[src/rtl/md_seq.sv]
// Multi-cycle unsigned MULTU/DIVU sequencer driving a shared external 32-bit adder.
// 32 iterations of shift-add (multiply) or restoring shift-subtract (divide).
module md_seq (
    input  logic        clk,
    input  logic        rst,
    input  logic        start,
    input  logic        op,
    input  logic [31:0] a,
    input  logic [31:0] b,
    output logic        busy,
    output logic        done,
    output logic [31:0] hi,
    output logic [31:0] lo,
    output logic [31:0] add_a,
    output logic [31:0] add_b,
    output logic        add_ci,
    input  logic [31:0] add_s
);

    typedef enum logic [1:0] {
        S_IDLE,
        S_RUN,
        S_DONE
    } state_t;

    localparam logic OP_MULTU = 1'b0;

    state_t      r_state;
    state_t      w_next;
    logic        r_op;
    logic [4:0]  r_cnt;
    logic [31:0] r_d;
    logic [31:0] r_hi;
    logic [31:0] r_lo;

    logic        w_accept;
    logic        w_co;
    logic        w_take;
    logic [31:0] w_rem;

    assign w_accept = start && (r_state != S_RUN);
    assign w_rem    = {r_hi[30:0], r_lo[31]};
    // The adder has no carry-out; recover it from the operand and sum sign bits.
    assign w_co     = (add_a[31] & add_b[31]) | ((add_a[31] | add_b[31]) & ~add_s[31]);
    assign w_take   = r_hi[31] | w_co;

    assign busy = (r_state == S_RUN);
    assign done = (r_state == S_DONE);
    assign hi   = r_hi;
    assign lo   = r_lo;

    // NOTE: every signal written here gets a default first, so no latch is inferred.
    always_comb begin
        w_next = r_state;
        add_a  = 32'd0;
        add_b  = 32'd0;
        add_ci = 1'b0;
        case (r_state)
            S_IDLE: begin
                if (start) w_next = S_RUN;
            end
            S_RUN: begin
                if (r_cnt == 5'd31) w_next = S_DONE;
                if (r_op == OP_MULTU) begin
                    add_a = r_hi;
                    add_b = r_lo[0] ? r_d : 32'd0;
                end else begin
                    add_a  = w_rem;
                    add_b  = ~r_d;
                    add_ci = 1'b1;
                end
            end
            S_DONE: begin
                w_next = start ? S_RUN : S_IDLE;
            end
            default: w_next = S_IDLE;
        endcase
    end

    // NOTE: sequential state uses non-blocking assignments so all registers update together.
    always_ff @(posedge clk or posedge rst) begin
        if (rst) begin
            r_state <= S_IDLE;
        end else begin
            r_state <= w_next;
        end
    end

    always_ff @(posedge clk or posedge rst) begin
        if (rst) begin
            r_op  <= 1'b0;
            r_cnt <= 5'd0;
            r_d   <= 32'd0;
            r_hi  <= 32'd0;
            r_lo  <= 32'd0;
        end else if (w_accept) begin
            r_op  <= op;
            r_d   <= b;
            r_hi  <= 32'd0;
            r_lo  <= a;
            r_cnt <= 5'd0;
        end else if (r_state == S_RUN) begin
            r_cnt <= r_cnt + 5'd1;
            if (r_op == OP_MULTU) begin
                if (r_lo[0]) begin
                    {r_hi, r_lo} <= {w_co, add_s, r_lo[31:1]};
                end else begin
                    {r_hi, r_lo} <= {1'b0, r_hi, r_lo[31:1]};
                end
            end else begin
                // Subtract succeeds when the 33-bit partial remainder is >= divisor.
                if (w_take) begin
                    r_hi <= add_s;
                    r_lo <= {r_lo[30:0], 1'b1};
                end else begin
                    r_hi <= w_rem;
                    r_lo <= {r_lo[30:0], 1'b0};
                end
            end
        end
    end

endmodule
[config.mk]
export PLATFORM = sky130hd
export DESIGN_NAME = md_seq
export DESIGN_NICKNAME = d
export VERILOG_FILES = /design/src/rtl/md_seq.sv
export SDC_FILE = /design/constraint.sdc
export NUM_CORES = 1
export LEC_CHECK = 0
export ABC_AREA = 1
export ABC_CLOCK_PERIOD_IN_PS = 5500
export BUFFER_PORTS_ARGS = -buffer_cell sky130_fd_sc_hd__buf_2
export CAP_MARGIN = 20
export CORE_ASPECT_RATIO = 1.5
export CORE_MARGIN = 5
export CORE_UTILIZATION = 25
export DETAILED_ROUTE_END_ITERATION = 10
export PLACE_DENSITY = 0.58
export SLEW_MARGIN = 40
export SYNTH_ARGS = -nofsm -noshare
export SYNTH_HDL_FRONTEND = slang
export SYNTH_SLANG_ARGS = --single-unit
export TNS_END_PERCENT = 30
[constraint.sdc]
create_clock -name clk -period 5.5 [get_ports clk]
set_clock_uncertainty 0.05 [all_clocks]
set_input_delay 0.55 -clock clk [delete_from_list [all_inputs] [get_ports clk]]
set_output_delay 0.55 -clock clk [all_outputs]
set_load 0.02 [all_outputs]
==> metrics.txt <==
status=finished clean; H-tree levels=3; gr ovfl total=0; cts bufs inserted=9; Crit Path Category=flop to output port; clk_lat worst skew=0.36 ns; gpl congestion=approximately 0.82; vias in the first global route=6369; Initial Utilization=25.2%; Synth Net Count=1001; Peak supply drop=0.000275 V; clk root buf=clkbuf_16; initial antenna violation count=7; initial DRC count=299; max_cap viols=0; post-cts hold buffer count=0; dpl hpwl=15.8 mm; Die Area=around 28000 um2; Worst setup SP type=flop; final WL=22.6 mm; cell area after synthesis=6260 um2; share of layout cells above drive strength 1=roughly 25%; Final Cycle Share=approximately three fifths; Remaining DRCs=0; Worst Path Arrival=2.78 ns; RSZ-0062 raised after global routing=no; DRT antenna net count=0; post-cts sizing count=0; Post-Syn Instances=between 800 and 900; sequential-to-total area share from yosys stat=41.6%; final hold viol count=0; Setup Buffers After CTS=0; Clock Pin Slew Worst Setup and Hold Paths=0.07 ns; final-stage net count=1181; crit path max fanout=86; number of synthesis warnings=0; global-route wire length before repair=35.3 mm; fill cell count=2770; syn avg cell area=6.96 um2; Slew @ Worst Pin=0.751 ns; Vias/cell=4.69; fin util=31.7%; Die Y=204 um; fmax=just under 300 MHz; router iterations before antenna repair=5; count of input and output buffers=230; Pins Over Slew Limit=0; pwr/cell area=801 nW/um2; HP Class=input port to asynchronous set/reset pin; Setup Total Neg Slack=0 ns; width of the die=139 um; Synth Register Bits=104; max_slew headroom=50.0%; core footprint=24900 um2; Leak=0.00404 uW; vias=6635; final setup fails=0; Rows=between 70 and 80; Final min period=3.38 ns; TritonCTS Sinks=between 100 and 150; largest net degree at the start of global routing=87; Distinct cells, synth=28; worst-case clock buffer depth=2; Critical Path RT=4.90 ns; GRT Total Usage=15.5%; Critical Path End Type=output port; CTS tree=yes; # IOs=around 230; area added between synthesis and finish=26.1%; WL per Instance=16.0 um
-- through the flow --
step	area, um2	instances	hold WS (ns)	setup WS (ns)	power [uW]
2_1_floorplan	6260	899	0.387	2.17	4480
3_3_place_gp	7570	1394	0.405	2.43	5720
3_5_place_dp	7570	1394	0.410	2.46	5760
4_1_cts	7840	1410	0.305	2.09	6410
5_1_grt	7890	1414	0.115	1.83	6940
6_report	7890	1414	0.0937	2.12	6320
-- where the power goes --
group / internal [uW] / switching (uW)
Sequential: 1180 / 385
Clock: 306 / 310
Combinational: 1330 / 2820
Total: 2810 / 3510
-- cells in the final DEF, fill, tap and decap left out, types with 3 or more instances in the layout --
| cell | synthesis | layout |
|---|---|---|
| a21oi_1 | 120 | 120 |
| buf_2 | 21 | 230 |
| clkinv_2 | 0 | 6 |
| inv_2 | 5 | 6 |
| buf_4 | 5 | 6 |
| dfrtp_1 | 104 | 103 |
| clkbuf_16 | 0 | 9 |
| o21ai_0 | 122 | 122 |
| nand2_1 | 322 | 322 |
| inv_1 | 71 | 67 |
| o211ai_1 | 58 | 58 |
| nand2_2 | 3 | 3 |
| nor2_1 | 6 | 6 |
-- cell usage after synthesis --
cell / n / area share [%]
a21oi_1: 120 / 9.6
a22o_1: 2 / 0.28
a22oi_1: 1 / 0.12
and3_1: 1 / 0.10
buf_1: 4 / 0.24
buf_2: 21 / 1.7
buf_4: 5 / 0.60
clkbuf_1: 39 / 2.3
clkinv_1: 1 / 0.060
dfrtp_1: 104 / 42
ha_1: 2 / 0.40
inv_1: 71 / 4.3
inv_2: 5 / 0.30
mux2i_1: 1 / 0.16
nand2_1: 322 / 19
nand2_2: 3 / 0.30
nand3_1: 2 / 0.16
nand3_4: 1 / 0.28
nand4_1: 1 / 0.10
nor2_1: 6 / 0.36
nor2_4: 1 / 0.18
nor2_8: 1 / 0.32
o211ai_1: 58 / 7.0
o21ai_0: 122 / 9.8
o221ai_1: 2 / 0.28
o22ai_1: 1 / 0.10
o31ai_1: 1 / 0.12
or2_2: 1 / 0.10
-- area by class of cell --
class / instances / area (um2) / area share (%)
Antenna cell: 2 / 5.00 / 0.0634
Clock buffer: 10 / 229 / 2.90
Clock inverter: 6 / 36.3 / 0.460
Multi-Input combinational cell: 649 / 3070 / 38.8
Timing Repair Buffer: 238 / 1240 / 15.8
Inverter: 77 / 299 / 3.79
Tap cell: 328 / 410 / 5.20
Sequential cell: 104 / 2600 / 33.0
-- layer usage --
metal	wire (um)	GRT usage (%)	part of all wire, %
met1	8870	17.8	39
met2	11800	27.7	52
met3	1350	4.17	6.0
met4	568	5.38	2.5
met5	56	0	0.25
-- final timing paths --
check	end	start	slack (ns)	cells after the start
min in group clk	r_d[13]$_DFFE_PP0P_	b[13]	0.33	3
min reg2reg	r_cnt[3]$_DFFE_PP0P_	r_cnt[3]$_DFFE_PP0P_	0.42	1
max in group asynchronous	r_op$_DFFE_PP0P_	rst	4.26	4
min	r_d[26]$_DFFE_PP0P_	rst	0.09	2
max reg2reg	hi[3]$_DFFE_PP0P_	r_op$_DFFE_PP0P_	2.50	12
max	add_a[30]	r_op$_DFFE_PP0P_	2.12	5
-- kinds of logic (layout without fill, tap and decap cells) --
group                      Yosys count  in the layout  share of synthesized area (%)
AOI/OAI and AO/OA                  307            307                           27.2
other                                0              2                              0
and+or+nand+nor                    339            339                           21.2
muxes                                1              1                          0.160
buffers and inverters              146            331                           9.47
adders and majority gates            2              2                          0.400
DFF                                104            104                           41.6
-- state kept, by name (all words and copies together) (netlist names) --
| name | cells |
|---|---|
| hi | 32 |
| r_state | 2 |
| lo | 32 |
| r_d | 32 |
| r_cnt | 5 |
| r_op | 1 |
-- worst max-delay path, cell delays in order, from the launching register on --
cell and delay (ns):
dfrtp_2 0.61, inv_4 0.51, buf_4 0.69, o21ai_0 0.19, a21oi_1 0.14, buf_2 0.18
No activity file was read; power rests on OpenSTA's default activity.
